## config.mk

```make
export PLATFORM = sky130hd
export DESIGN_NAME = sound_arbiter_flat
export DESIGN_NICKNAME = d
export VERILOG_FILES = /design/src/rtl/sound_pkg.sv /design/src/rtl/sound_arbiter_if.sv /design/src/rtl/sound_arbiter_tone_gen.sv /design/src/rtl/sound_arbiter.sv /design/src/flat_wrapper.sv
export SDC_FILE = /design/constraint.sdc
export NUM_CORES = 1
export LEC_CHECK = 0
export CAP_MARGIN = 20
export CORE_MARGIN = 2
export CORE_UTILIZATION = 30
export CTS_BUF_LIST = sky130_fd_sc_hd__clkbuf_8 sky130_fd_sc_hd__clkbuf_16
export DETAILED_ROUTE_END_ITERATION = 10
export SYNTH_ARGS = -nofsm -noshare
export SYNTH_HDL_FRONTEND = slang
export SYNTH_HIERARCHICAL = 1
export SYNTH_SLANG_ARGS = --single-unit
```

## constraint.sdc

```tcl
create_clock -name clk -period 7.7 [get_ports clk]
set_input_delay 1.54 -clock clk [delete_from_list [all_inputs] [get_ports clk]]
set_output_delay 1.54 -clock clk [all_outputs]
set_load 0.02 [all_outputs]
```

## src/rtl/sound_pkg.sv

```systemverilog
// Shared types, tone table and priority picker for the sound arbiter.
package sound_pkg;

  typedef enum logic [1:0] {IDLE, TONE, GAP} state_t;

  typedef logic [1:0] sound_id;
  localparam sound_id SND_CLICK = 2'd0;
  localparam sound_id SND_TUG   = 2'd1;
  localparam sound_id SND_WIN   = 2'd2;
  localparam sound_id SND_LOSE  = 2'd3;

  localparam int CNT_W = 28;
  typedef logic [CNT_W-1:0] cnt_t;

  // Unscaled cycle counts at 50 MHz, indexed by sound_id.
  localparam cnt_t HALF_PERIOD [4] = '{28'd25000, 28'd56818, 28'd28409, 28'd113636};
  localparam cnt_t DURATION    [4] = '{28'd2500000, 28'd10000000, 28'd25000000, 28'd25000000};

  typedef struct packed {
    logic    valid;
    sound_id id;
  } pick_t;

  function automatic pick_t prio_pick(input logic [3:0] p);
    pick_t r;
    r.valid = |p;
    r.id    = SND_CLICK;
    if (p[3])      r.id = SND_LOSE;
    else if (p[2]) r.id = SND_WIN;
    else if (p[1]) r.id = SND_TUG;
    return r;
  endfunction

  // Time-compressed constant; never collapses below one cycle.
  function automatic cnt_t scale(input cnt_t v, input int sh);
    cnt_t r;
    r = v >> sh;
    return (r == '0) ? cnt_t'(1) : r;
  endfunction

endpackage

```

## src/rtl/sound_arbiter_if.sv

```systemverilog
// Game-side request/status bundle of the sound arbiter.
interface sound_arbiter_if;
  import sound_pkg::*;

  logic [3:0] req;
  logic       mute;
  logic       tone_out;
  logic       busy;
  logic [3:0] grant;
  sound_id    active_id;
  logic       done;

  modport master (output req, mute, input tone_out, busy, grant, active_id, done);
  modport slave  (input req, mute, output tone_out, busy, grant, active_id, done);
endinterface

```

## src/rtl/sound_arbiter_tone_gen.sv

```systemverilog
// Square-wave generator: half-period counter, toggle and registered mute gate.
module tone_gen
  import sound_pkg::*;
(
  input  logic clk,
  input  logic reset,
  input  logic load,
  input  cnt_t half_m1,
  input  logic run,
  input  logic stop,
  input  logic mute,
  output logic tone_out
);

  cnt_t half_rld;
  cnt_t half_cnt;
  logic tone_raw;

  always_ff @(posedge clk) begin
    if (reset) begin
      half_rld <= '0;
      half_cnt <= '0;
      tone_raw <= 1'b0;
      tone_out <= 1'b0;
    end else begin
      if (load) begin
        half_rld <= half_m1;
        half_cnt <= half_m1;
        tone_raw <= 1'b0;
      end else if (stop) begin
        tone_raw <= 1'b0;
      end else if (run) begin
        if (half_cnt == '0) begin
          tone_raw <= ~tone_raw;
          half_cnt <= half_rld;
        end else begin
          half_cnt <= half_cnt - cnt_t'(1);
        end
      end
      tone_out <= tone_raw & ~mute;
    end
  end

endmodule

```

## src/rtl/sound_arbiter.sv

```systemverilog
// Fixed-priority arbiter sharing one audio pin between four tone requesters.
// Define SOUND_PREEMPT_EN to let higher-priority requests abort a tone or gap.
module sound_arbiter
  import sound_pkg::*;
#(
  parameter int unsigned CLK_FREQ_HZ = 50000000,
  parameter int unsigned GAP_CYCLES  = 2500000,
  parameter int          TIME_SHIFT  = 0
) (
  input logic            clk,
  input logic            reset,
  sound_arbiter_if.slave bus
);

  if (CLK_FREQ_HZ == 0) begin : g_clk_chk
    $error("CLK_FREQ_HZ must be nonzero");
  end

  localparam cnt_t GAP_M1 = scale(cnt_t'(GAP_CYCLES), TIME_SHIFT) - cnt_t'(1);

  state_t     state, state_n;
  logic [3:0] pending;
  logic [3:0] grant_n;
  cnt_t       dur_cnt, gap_cnt;
  pick_t      pk;
  logic       take, preempt;

  always_comb begin
    pk      = prio_pick(pending);
    preempt = 1'b0;
`ifdef SOUND_PREEMPT_EN
    preempt = (state != IDLE) && pk.valid && (pk.id > bus.active_id);
`else
    preempt = 1'b0;
`endif
    take    = preempt || ((state == IDLE) && pk.valid);
    grant_n = take ? (4'b0001 << pk.id) : 4'b0000;
    state_n = state;
    case (state)
      IDLE:    if (take) state_n = TONE;
      TONE:    if (preempt) state_n = TONE;
               else if (dur_cnt == '0) state_n = GAP;
      GAP:     if (preempt) state_n = TONE;
               else if (gap_cnt == '0) state_n = IDLE;
      default: state_n = IDLE;
    endcase
  end

  always_ff @(posedge clk) begin
    if (reset) begin
      state         <= IDLE;
      pending       <= '0;
      dur_cnt       <= '0;
      gap_cnt       <= '0;
      bus.grant     <= '0;
      bus.active_id <= SND_CLICK;
      bus.done      <= 1'b0;
      bus.busy      <= 1'b0;
    end else begin
      state     <= state_n;
      // A request landing on its own grant edge survives the clear.
      pending   <= (pending & ~grant_n) | bus.req;
      bus.grant <= grant_n;
      bus.busy  <= (state_n != IDLE);
      bus.done  <= 1'b0;
      if (take) begin
        bus.active_id <= pk.id;
        dur_cnt       <= scale(DURATION[pk.id], TIME_SHIFT) - cnt_t'(1);
      end else if (state == TONE) begin
        if (dur_cnt == '0) begin
          bus.done <= 1'b1;
          gap_cnt  <= GAP_M1;
        end else begin
          dur_cnt <= dur_cnt - cnt_t'(1);
        end
      end else if (state == GAP && gap_cnt != '0) begin
        gap_cnt <= gap_cnt - cnt_t'(1);
      end
    end
  end

  tone_gen u_tone (
    .clk      (clk),
    .reset    (reset),
    .load     (take),
    .half_m1  (scale(HALF_PERIOD[pk.id], TIME_SHIFT) - cnt_t'(1)),
    .run      (state == TONE),
    .stop     ((state == TONE) && (dur_cnt == '0) && !take),
    .mute     (bus.mute),
    .tone_out (bus.tone_out)
  );

endmodule

```

## src/flat_wrapper.sv

```systemverilog
// flat-port wrapper written by rule: the top's interface ports become plain ports
module sound_arbiter_flat import sound_pkg::*;
#(
  parameter int unsigned CLK_FREQ_HZ = 50000000,
  parameter int unsigned GAP_CYCLES  = 2500000,
  parameter int          TIME_SHIFT  = 0
)
  (clk, reset, bus_req, bus_mute, bus_tone_out, bus_busy, bus_grant, bus_active_id, bus_done);
  sound_arbiter_if bus_i ();
  input logic clk;
  input logic reset;
  input wire logic [$bits(bus_i.req)-1:0] bus_req;
  input wire logic [$bits(bus_i.mute)-1:0] bus_mute;
  output wire logic [$bits(bus_i.tone_out)-1:0] bus_tone_out;
  output wire logic [$bits(bus_i.busy)-1:0] bus_busy;
  output wire logic [$bits(bus_i.grant)-1:0] bus_grant;
  output wire logic [$bits(bus_i.active_id)-1:0] bus_active_id;
  output wire logic [$bits(bus_i.done)-1:0] bus_done;
  assign bus_i.req = bus_req;
  assign bus_i.mute = bus_mute;
  assign bus_tone_out = bus_i.tone_out;
  assign bus_busy = bus_i.busy;
  assign bus_grant = bus_i.grant;
  assign bus_active_id = bus_i.active_id;
  assign bus_done = bus_i.done;
  sound_arbiter #(.CLK_FREQ_HZ(CLK_FREQ_HZ), .GAP_CYCLES(GAP_CYCLES), .TIME_SHIFT(TIME_SHIFT)) u_core (.clk(clk), .reset(reset), .bus(bus_i));
endmodule
```

---- Yosys cells after proc, flatten, opt, wreduce, memory -nomap -nowiden ----
Index checks and enable logic that the tools add are counted.
cells by class
  equality and inequality tests ........... 5
  bitwise operators ....................... 9
  add/sub/neg operators ................... 5
  shifts and indexed selects .............. 1
  multiplexer cells ....................... 27
  magnitude comparators ................... 1
  reduce and logical (&&, ||, !) cells .... 22
operator list
  kind                                                count
  two-way mux 28 bit                                  16
  logical NOT 28 bit                                  5
  subtractor 28 x 1 -> 28 bit, second input constant  5
  binary-select mux 28 bit (select 2 bit)             2
  nonzero test 28 bit                                 1
  two-way mux 2 bit                                   5
  != test 2 x 1 -> 1 bit, second input constant       3
  one-hot mux 2 bit (3 select lines)                  1
  AND reduction 2 bit                                 3
  nonzero test 2 bit                                  3
  OR reduction 3 bit                                  2
  bitwise AND 4 bit                                   1
  logical AND 1 bit                                   4
  two-way mux 4 bit                                   1
  inverter 1 bit                                      4
  inverter 4 bit                                      1
  OR 4 bit                                            1
  OR reduction 4 bit                                  1
  left shift 1 x 2 -> 4 bit, first input constant     1
  >= comparator 3 bit, second input constant          1
  inverter 2 -> 3 bit                                 1
  AND reduction 3 bit                                 1
  == test 2 x 1 -> 1 bit, second input constant       1
  == test 2 bit, second input constant                1
  other kinds (4)                                     5
storage, ports and cells
  word-level logic and storage cells ...... 82
  register bits after elaboration ......... 128

---- Longest topological paths before layout ----
Gate-level depths: netlist (run 1).
  word-level depth ........................ 11
  gate-level depth with buffers ........... 14

---- Hierarchy ----
The synthesis (run 1) kept the hierarchy.
by module, submodules not included
  module         area each (µm²)  instances  seq. area each (µm²)  cells an instance
  sound_arbiter  3,866.2          1          1,401.3               474
  tone_gen       3,149.3          1          1,161.1               392

---- Least setup slack after synthesis (run 1) ----
OpenSTA, ideal clock, no wires.
  path kind ............................... flip-flop to flip-flop
  start point ............................. register u_core.pending[2]
  end point ............................... register u_core.dur_cnt[24]
  setup time .............................. 131 ps
  cell stages (with the launch flop) ...... 14
  arrival time ............................ 2,796 ps
  period minus slack after synthesis ...... 2,928 ps
  setup slack ............................. 4,772 ps
  required time ........................... 7,569 ps
  cells stage by stage .................... dfxtp_1 -> inv_1 -> a21oi_1 -> inv_1 -> ha_1 -> nand2_1 -> nor3_1 -> a21oi_1 -> ha_1 -> o2111ai_1 -> a21o_1 -> nor4_1 -> a32oi_1 -> nor3b_1
RTL lines
  element                 RTL line             source
  from (decl)             sound_arbiter.sv:22  logic [3:0] pending;
  from (signal assigned)  sound_arbiter.sv:62  pending <= (pending & ~grant_n) | bus.req;
  to (signal assigned)    sound_arbiter.sv:68  dur_cnt <= scale(DURATION[pk.id], TIME_SHIFT) - cnt_t'(1);
  to (signal assigned)    sound_arbiter.sv:74  dur_cnt <= dur_cnt - cnt_t'(1);
  to (decl)               sound_arbiter.sv:24  cnt_t dur_cnt, gap_cnt;

---- Final worst setup path (run 1) ----
  start point ............................. register u_core.pending[1]
  end point ............................... register u_core.u_tone.half_cnt[13]
on the way
  cells in the longest elaborated chain, start to end .. 11
  elaborated cells on any way between the ends .. 18
  classes of those cells .................. add/sub (1); eq/ne (1); mux (8); bitwise (1); reduce/logical (7)
RTL lines
  element                                                RTL line                      source
  two-way mux 1 bit                                      sound_pkg.sv:30               else if (p[1]) r.id = SND_TUG;
  two-way mux 2 bit                                      sound_pkg.sv:29               else if (p[2]) r.id = SND_WIN;
  two-way mux 2 bit                                      sound_pkg.sv:28               if (p[3]) r.id = SND_LOSE;
  inverter 2 -> 3 bit (implied by the code)              sound_arbiter.sv:86           .half_m1 (scale(HALF_PERIOD[pk.id], TIME_SHIFT) - cnt_t'(1)),
  binary-select mux 28 bit (select 2 bit)                sound_arbiter.sv:86
  two-way mux 28 bit (implied by the code) (2 in a row)  sound_arbiter.sv:86
  logical NOT 28 bit                                     sound_pkg.sv:38               return (r == '0) ? cnt_t'(1) : r;
  two-way mux 28 bit                                     sound_pkg.sv:38
  subtractor 28 x 1 -> 28 bit                            sound_arbiter.sv:86
  two-way mux 28 bit                                     sound_arbiter_tone_gen.sv:26  if (load) begin
  to (signal assigned)                                   sound_arbiter_tone_gen.sv:28  half_cnt <= half_m1;
  to (signal assigned)                                   sound_arbiter_tone_gen.sv:35  half_cnt <= half_rld;
  to (signal assigned)                                   sound_arbiter_tone_gen.sv:37  half_cnt <= half_cnt - cnt_t'(1);
  to (decl)                                              sound_arbiter_tone_gen.sv:16  cnt_t half_cnt;
Several ways; a longest one is shown, not always the timed one. The select of a mux whose other input is x is not followed.
A chain may end at the register's enable or synchronous reset.

==> impl_metrics.env, run 1 <==
export IMPL_crit_required_ns=8.00
export IMPL_ys_warnings_count=6
export IMPL_fp_dieW_um=157
export IMPL_cts_sinks=128
export IMPL_fin_skew_ns=0.0121
export IMPL_worst_setup_path_start_kind="flip-flop"
export IMPL_ir_drop_mv=0.156
export IMPL_vias=6316
export IMPL_seq_area_frac_synth_pct=36.5
export IMPL_grt_max_degree=60
export IMPL_synth_edf_count=0
export IMPL_crit_type="flip-flop to flip-flop"
export IMPL_finalMaxSlewViolations=0
export IMPL_antenna_found_initial=0
export IMPL_synth_flop_cell="dfxtp_1"
export IMPL_h_tree_depth=4
export IMPL_grt_pass1_wl_um=30000
export IMPL_r2r_slack_ns=3.54
export IMPL_final_common_cell="dfxtp_1"
export IMPL_async_flop_share_pct=0
export IMPL_grt_pass1_vias=5872
export IMPL_die_area_mm2=0.0246
export IMPL_maxCapViolations=0
export IMPL_rsz0062_at_grt="no"
export IMPL_synth_area_leaders="dfxtp_1 37%, nor2_1 6.3%, a21oi_1 5.6%"
export IMPL_io_pins=16
export IMPL_syn_to_final_growth_pct=14.9
export IMPL_post_cts_setup_buffer_count=0
export IMPL_multi_input_area_mm2=0.00421
export IMPL_hold_viol=0
export IMPL_vias_per_cell=5.25
export IMPL_die_h_um=157
export IMPL_total_leakage_power_nw=2.98
export IMPL_power_total_mw=2.06
export IMPL_hpwl_um=11700
export IMPL_syn_avg_cell_area_um2=8.10
export IMPL_drc=0
export IMPL_reg2regPathDepth=8
export IMPL_synth_top_cell_area_share_pct=36.5
export IMPL_n_antenna_cell=0
export IMPL_final_cell_mix="128 x dfxtp_1, 118 x nor2_1, 79 x a21oi_1"
export IMPL_regArea_mm2=0.00256
export IMPL_wl_um=18000
export IMPL_min_delay_worst_endpoint="u_core/dur_cnt[27]"
export IMPL_max_freq_ghz=0.240
export IMPL_ys_ff_latch=128
export IMPL_cts_tree="done"
export IMPL_drt_pass1_iterations=5
export IMPL_track_usage_pct=15.1
export IMPL_min_period_ns=4.16
export IMPL_rr_startpoint="u_core/pending[1]"
export IMPL_cts_buffers=17
export IMPL_slew_headroom_pct=40.1
export IMPL_hold_path_depth=1
export IMPL_core_mm2=0.0228
export IMPL_arrival_ns=4.46
export IMPL_clkTransAtPathRegs_ns=0.06
export IMPL_cp_end_kind="flip-flop"
export IMPL_worst_pin_slew_ns=0.899
export IMPL_post_route_util_pct=35.4
export IMPL_synth_top_area_cell="dfxtp_1"
export IMPL_fin_setup_tns_ns=0
export IMPL_status="complete, no violations"
export IMPL_gr_total_overflow=0
export IMPL_ctsHoldBuffers=0
export IMPL_drive_gt1_share_pct=7.20
export IMPL_post_cts_resized=0
export IMPL_fin_cells=1202
export IMPL_fin_nets=895
export IMPL_syn_area_mm2=0.00702
export IMPL_clkLatencyLatePin_ns=0.42
export IMPL_placedCellCount=1170
export IMPL_worstPathMaxFanout=59
export IMPL_synthCells=866
export IMPL_wl_per_cell_um=15.0
export IMPL_numPortBuffers=15
export IMPL_hp_start="u_core/dur_cnt[27]"
export IMPL_gp_congestion=0.922
export IMPL_period_share_pct=54.0
export IMPL_worstReg2RegEnd="u_core/u_tone/half_cnt[13]"
export IMPL_drtAntennaViolNets=0
export IMPL_p_per_area_mw_per_mm2=255
export IMPL_n_fill_cell=2379
export IMPL_drt_first_iter_violations=475
export IMPL_ys_types=76
export IMPL_setup_viol=0
export IMPL_clockRootBuffer="clkbuf_16"
export IMPL_hold_class="flip-flop to flip-flop"
export IMPL_start_util_pct=30.8
export IMPL_clockBufferDepth=2
export IMPL_row_count=55
[metal layers]
layer	vias to the layer above	GRT usage (%)	wire length (µm)
met5	-	0	0
met4	0	5.37	316
met3	29	3.58	959
met2	171	22.8	7730
met1	2943	21.0	8990
li1	3173	-	-
[flip-flops by register name, summed over array words and instances, names as in the netlist]
| signal | count |
|---|---|
| u_core/bus.active_id | 2 |
| u_core/bus.busy | 1 |
| u_core/bus.done | 1 |
| u_core/bus.grant | 4 |
| u_core/dur_cnt | 28 |
| u_core/gap_cnt | 28 |
| u_core/pending | 4 |
| u_core/state | 2 |
| u_core/u_tone/half_cnt | 28 |
| u_core/u_tone/half_rld | 28 |
| u_core/u_tone/tone_out | 1 |
| u_core/u_tone/tone_raw | 1 |
[cell usage after synthesis (4+ instances only)]
cell type	count
nand3_1	13
a221oi_2	4
or2_2	4
or3_1	24
xor2_1	24
buf_2	7
a21oi_1	79
and3_1	4
xnor2_1	24
a22oi_1	6
or4_1	14
o211ai_1	15
ha_1	12
and2_1	6
nor2b_1	4
nor3_1	45
nor4_2	4
dfxtp_1	128
a31oi_1	6
o21ai_0	30
nor2_1	118
o31ai_1	4
nand4_1	15
nand2_1	38
nand2b_1	16
clkbuf_1	35
mux2i_1	24
buf_1	6
o21a_1	4
a21o_1	4
inv_1	26
nor4_1	31
a211oi_1	17
nand3b_1	4
[worst max path at each step]
stage / startpoint / end / slack, ns / depth (start not counted)
floorplan: u_core/pending[2] / u_core/dur_cnt[24] / 4.77 / 13
global placement: u_core/pending[0] / u_core/u_tone/half_cnt[13] / 3.73 / 8
detailed placement: u_core/pending[0] / u_core/u_tone/half_cnt[13] / 3.60 / 8
CTS: u_core/pending[0] / u_core/u_tone/half_cnt[13] / 3.56 / 8
global route: u_core/pending[1] / u_core/u_tone/half_cnt[13] / 3.26 / 8
finish: u_core/pending[1] / u_core/u_tone/half_cnt[13] / 3.54 / 8
[cell families (layout without fill, tap and decap cells)]
kind of cell / Yosys count / after routing / synth area share [%]
AOI/OAI and AO/OA: 207 / 207 / 19.2
muxes: 27 / 27 / 3.91
adders and majority gates: 12 / 12 / 2.14
other: 2 / 24 / 0.107
and+or+nand+nor: 362 / 362 / 27.4
xor gates and xnor gates: 48 / 48 / 5.99
buffers and inverters: 80 / 81 / 4.69
DFF: 128 / 128 / 36.5
[area by class of cell]
class,instances,area share [%]
multi-input cells,680,52.3
flip-flops and latches,128,31.8
clock buffers,19,5.62
well taps,313,4.86
repair buffers,21,2.39
clock inverters,13,1.72
inverters,28,1.32
[per-stage QoR]
stage	worst slack (ns)	hold slack [ns]	cell area (µm²)
finish	3.54	0.451	8060
global route	3.26	0.478	8060
CTS	3.56	0.452	8060
detailed placement	3.60	0.444	7470
global placement	3.73	0.439	7470
floorplan	4.77	0.427	7100
[worst max-delay path: stages (launching register included)]
cell and delay, ns:
dfxtp_1 0.35, or4_1 0.70, nand2_2 0.57, clkinv_2 0.75, buf_4 0.57, nor2_1 0.27
and2_1 0.48, nand3_1 0.15, o311a_1 0.15
[report_power, final]
group / leakage (nW) / switching (mW) / internal [mW]
Sequential: 1.05 / 0.0650 / 0.728
Clock: 0.289 / 0.310 / 0.493
Combinational: 1.63 / 0.287 / 0.173
Total: 2.98 / 0.662 / 1.39
Note: power is estimated with default switching activity, not from simulation.
==> inputs of run 2 (changes only) <==
==> constraint.sdc (replaced) <==
create_clock -name clk -period 3.77 [get_ports clk]
set_input_delay 0.754 -clock clk [delete_from_list [all_inputs] [get_ports clk]]
set_output_delay 0.754 -clock clk [all_outputs]
set_load 0.02 [all_outputs]
==> impl_metrics.env, run 2 (same netlist as run 1, synthesis figures left out) <==
export IMPL_syn_to_final_growth_pct=17.1
export IMPL_n_antenna_cell=0
export IMPL_wl_met1_um=9080
export IMPL_numPortBuffers=15
export IMPL_vias=6382
export IMPL_crit_required_ns=4.07
export IMPL_final_common_cell="dfxtp_1"
export IMPL_fin_setup_tns_ns=0
export IMPL_finalMaxSlewViolations=0
export IMPL_min_period_ns=3.19
export IMPL_post_cts_setup_buffer_count=0
export IMPL_clockRootBuffer="clkbuf_16"
export IMPL_crit_type="flip-flop to flip-flop"
export IMPL_holdWs_ns=0.456
export IMPL_topRoutingLayerUsed="met4"
export IMPL_slowest_delay_ns=0.39
export IMPL_slew_headroom_pct=43.2
export IMPL_drive_gt1_share_pct=8.66
export IMPL_worstPathMaxFanout=8
export IMPL_cts_buffers=17
export IMPL_wl_met3_um=692
export IMPL_p_per_area_mw_per_mm2=534
export IMPL_drc=0
export IMPL_hold_class="flip-flop to flip-flop"
export IMPL_die_h_um=157
export IMPL_final_cell_mix="128 x dfxtp_1, 118 x nor2_1, 79 x a21oi_1"
export IMPL_maxCapViolations=0
export IMPL_fp_dieW_um=157
export IMPL_track_usage_pct=15.4
export IMPL_worst_pin_slew_ns=0.853
export IMPL_worst_setup_path_start_kind="flip-flop"
export IMPL_h_tree_depth=4
export IMPL_max_freq_ghz=0.314
export IMPL_hpwl_um=11800
export IMPL_cp_slowest_cell="nor4_1"
export IMPL_post_cts_resized=0
export IMPL_row_count=55
export IMPL_ir_drop_mv=0.349
export IMPL_grt_max_degree=101
export IMPL_status="complete, no violations"
export IMPL_crit_chain="inv_1, a21oi_1, inv_1, ha_1, nand2_1, nor3_1, buf_4, a21oi_1, ha_1, o2111ai_1, a21o_1, nor4_1, a32oi_1, nor3b_1"
export IMPL_wl_met2_um=8240
export IMPL_n_fill_cell=2342
export IMPL_drt_pass1_iterations=5
export IMPL_drtAntennaViolNets=0
export IMPL_hold_viol=0
export IMPL_die_area_mm2=0.0246
export IMPL_arrival_ns=3.49
export IMPL_fin_skew_ns=0.0103
export IMPL_cts_sinks=128
export IMPL_drt_first_iter_violations=665
export IMPL_fin_nets=907
export IMPL_ctsHoldBuffers=0
export IMPL_core_mm2=0.0228
export IMPL_wl_per_cell_um=15.2
export IMPL_setup_viol=0
export IMPL_clkLatencyLatePin_ns=0.43
export IMPL_grt_pass1_vias=6072
export IMPL_start_util_pct=30.8
export IMPL_gr_total_overflow=0
export IMPL_gp_congestion=0.883
export IMPL_cp_end_kind="flip-flop"
export IMPL_wl_um=18400
export IMPL_vias_per_cell=5.26
export IMPL_clkTransAtPathRegs_ns=0.06
export IMPL_rsz0062_at_grt="no"
export IMPL_cts_tree="done"
export IMPL_io_pins=16
export IMPL_grt_pass1_wl_um=30700
export IMPL_clockBufferDepth=2
export IMPL_total_leakage_power_nw=3.05
export IMPL_antenna_found_initial=0
export IMPL_period_share_pct=84.6
==> run 2: critical path: cells and delay by family (launching register included) <==
family                     cells  cell delay, ns
buffers and inverters          3            0.42
DFF                            1            0.38
adders and majority gates      2            0.61
AOI/OAI and AO/OA              5            0.92
and+or+nand+nor                4            0.72
==> run 2: final cells by class <==
cell class	instances	area (µm²)	area share, %
clock inverter	12	181	2.21
clock buffer	20	467	5.68
sequential	128	2560	31.2
timing repair buffer	33	295	3.59
tap	313	392	4.77
multi-input combinational	680	4210	51.3
inverter	28	106	1.29
==> run 2: worst paths after layout <==
path                            from                  to  slack (ns)  cells after the start
setup / recovery   u_core/pending[2]  u_core/dur_cnt[24]        0.58                     14
hold / removal    u_core/dur_cnt[27]  u_core/dur_cnt[27]        0.46                      1
setup reg to reg   u_core/pending[2]  u_core/dur_cnt[24]        0.58                     14
hold reg to reg   u_core/dur_cnt[27]  u_core/dur_cnt[27]        0.46                      1
==> run 2: through the flow <==
step	util, %	power (mW)	instances	instance area, µm²	setup slack [ns]
3_5_place_dp	33.2	2.59	1182	7570	0.656
4_1_cts	36.1	4.41	1214	8220	0.633
6_report	36.1	4.39	1214	8220	0.580
5_1_grt	36.1	4.61	1214	8220	0.259
2_1_floorplan	-	2.34	888	7100	0.842
3_3_place_gp	33.2	2.59	1182	7570	0.760
==> run 2: per-layer routing <==
layer / vias to the layer above / global-route usage (%)
met1: 3015 / 20.8
met2: 143 / 24.4
met4: 0 / 5.72
met5: - / 0
met3: 32 / 2.78
li1: 3192 / -
==> run 2: report_power, final <==
| part | switching [mW] | internal (mW) |
|---|---|---|
| clock network | 0.643 | 1.16 |
| registers | 0.132 | 1.49 |
| logic | 0.598 | 0.371 |
| total | 1.37 | 3.02 |
==> inputs of run 3 (changes only) <==
==> constraint.sdc (replaced) <==
create_clock -name clk -period 3.2 [get_ports clk]
set_input_delay 0.64 -clock clk [delete_from_list [all_inputs] [get_ports clk]]
set_output_delay 0.64 -clock clk [all_outputs]
set_load 0.02 [all_outputs]
==> impl_metrics.env, run 3 (same netlist as run 1, synthesis figures left out) <==
export IMPL_status="complete, no violations"
export IMPL_post_cts_setup_buffer_count=0
export IMPL_max_freq_ghz=0.342
export IMPL_fin_setup_tns_ns=0
export IMPL_cp_end_kind="flip-flop"
export IMPL_drt_pass1_iterations=5
export IMPL_numPortBuffers=15
export IMPL_crit_required_ns=3.50
export IMPL_syn_to_final_growth_pct=19.4
export IMPL_final_cell_mix="128 x dfxtp_1, 118 x nor2_1, 79 x a21oi_1"
export IMPL_gr_total_overflow=0
export IMPL_power_frac_comb_pct=22.4
export IMPL_grt_pass1_wl_um=31000
export IMPL_hold_viol=0
export IMPL_drtAntennaViolNets=0
export IMPL_crit_type="flip-flop to flip-flop"
export IMPL_p_per_area_mw_per_mm2=634
export IMPL_drive_gt1_share_pct=10.0
export IMPL_min_period_ns=2.92
export IMPL_p_switching_mw=1.59
export IMPL_hold_path_depth=1
export IMPL_setup_ws_ns=0.277
export IMPL_cts_sinks=128
export IMPL_core_mm2=0.0228
export IMPL_worstPathMaxFanout=9
export IMPL_wl_um=18700
export IMPL_track_usage_pct=15.6
export IMPL_rsz0062_at_grt="no"
export IMPL_total_leakage_power_nw=3.17
export IMPL_grt_pass1_vias=6021
export IMPL_gp_congestion=0.911
export IMPL_seqPwrFrac_pct=35.9
export IMPL_vias_per_cell=5.24
export IMPL_antenna_found_initial=0
export IMPL_holdWs_ns=0.447
export IMPL_vias=6455
export IMPL_n_fill_cell=2338
export IMPL_cts_buffers=17
export IMPL_start_util_pct=30.8
export IMPL_drc=0
export IMPL_fin_nets=924
export IMPL_finalMaxSlewViolations=0
export IMPL_dpl_worst_slack_ns=0.366
export IMPL_h_tree_depth=4
export IMPL_setup_viol=0
export IMPL_switching_share_pct=30.0
export IMPL_ctsHoldBuffers=0
export IMPL_p_int_mw=3.71
export IMPL_row_count=55
export IMPL_reg2regPathDepth=11
export IMPL_die_area_mm2=0.0246
export IMPL_maxCapViolations=0
export IMPL_post_route_util_pct=36.8
export IMPL_io_pins=16
export IMPL_grt_max_degree=101
export IMPL_wl_per_cell_um=15.2
export IMPL_n_antenna_cell=0
export IMPL_hold_class="flip-flop to flip-flop"
export IMPL_fp_dieW_um=157
export IMPL_worst_setup_path_start_kind="flip-flop"
export IMPL_clkTransAtPathRegs_ns=0.06
export IMPL_arrival_ns=3.22
export IMPL_cts_tree="done"
export IMPL_clkLatencyLatePin_ns=0.43
export IMPL_period_share_pct=91.3
export IMPL_fin_skew_ns=0.0159
export IMPL_ir_drop_mv=0.401
export IMPL_worst_pin_slew_ns=0.887
export IMPL_hpwl_um=12400
export IMPL_drt_first_iter_violations=537
export IMPL_p_clk_share_pct=41.7
export IMPL_final_common_cell="dfxtp_1"
export IMPL_clockBufferDepth=2
export IMPL_slew_headroom_pct=40.6
export IMPL_die_h_um=157
export IMPL_clockRootBuffer="clkbuf_16"
-- run 3: cell types whose count changed in the layout (fill, tap and decap cells not counted) --
cell        previous run  this run
clkinv_4               2         1
inv_6                  1         0
buf_4                 18        35
nor4_1                31        30
clkinvlp_4             4         2
nor4_2                 4         5
bufinv_16              4         6
clkbuf_8               3         2
inv_1                 26        30
clkinv_2               2         1
-- run 3: final cells by class --
type	instances	area, µm²	area share [%]
clock buffer	19	453	5.41
clock inverter	13	219	2.61
inverter	28	106	1.27
multi-input combinational	680	4220	50.4
sequential	128	2560	30.6
tap	313	392	4.68
timing repair buffer	50	423	5.05
-- run 3: per-layer routing --
metal	vias to the layer above	global-route usage, %	routed length, µm	part of all wire, %
li1	3226	-	-	-
met1	3041	21.8	9250	49
met2	158	24.0	8350	45
met3	30	2.59	805	4.3
met4	0	5.85	298	1.6
met5	-	0	0	0
-- run 3: worst max-delay path, cell delays in order, from the launching register on --
cell	delay (ns)
dfxtp_1	0.33
nor2_1	0.55
ha_1	0.33
nand2_1	0.10
nor3_1	0.25
a21oi_1	0.08
ha_1	0.30
o2111ai_1	0.16
a21o_1	0.24
nor4_2	0.09
a211oi_1	0.29
nor3b_1	0.08
-- run 3: metrics by stage --
stage	area (µm²)	power [mW]	cells
2_1_floorplan	7100	2.76	888
3_3_place_gp	7700	3.09	1199
3_5_place_dp	7700	3.10	1199
4_1_cts	8370	5.33	1231
5_1_grt	8380	5.56	1231
6_report	8380	5.31	1231
-- run 3: power groups by stage --
stage / sequential (mW) / clock [mW] / combinational (mW)
final: 1.91 / 2.21 / 1.19
after global routing: 1.93 / 2.32 / 1.31
after CTS: 1.90 / 2.26 / 1.17
after detailed placement: 1.94 / 0 / 1.16
after global placement: 1.93 / 0 / 1.16
after floorplan: 1.90 / 0 / 0.853
-- run 3: worst paths after layout --
| path | start | slack (ns) | endpoint |
|---|---|---|---|
| worst max-delay path | u_core/pending[2] | 0.28 | u_core/dur_cnt[24] |
| worst max register to register | u_core/pending[2] | 0.28 | u_core/dur_cnt[24] |
| worst min-delay path | u_core/dur_cnt[27] | 0.45 | u_core/dur_cnt[27] |
| worst min register to register | u_core/dur_cnt[27] | 0.45 | u_core/dur_cnt[27] |
-- run 3: timing repair --
item / in CTS / in global routing
gates resized for setup: 0 / 1
endpoints found under the hold margin: 0 / 0
endpoints found under the setup margin: 0 / 1
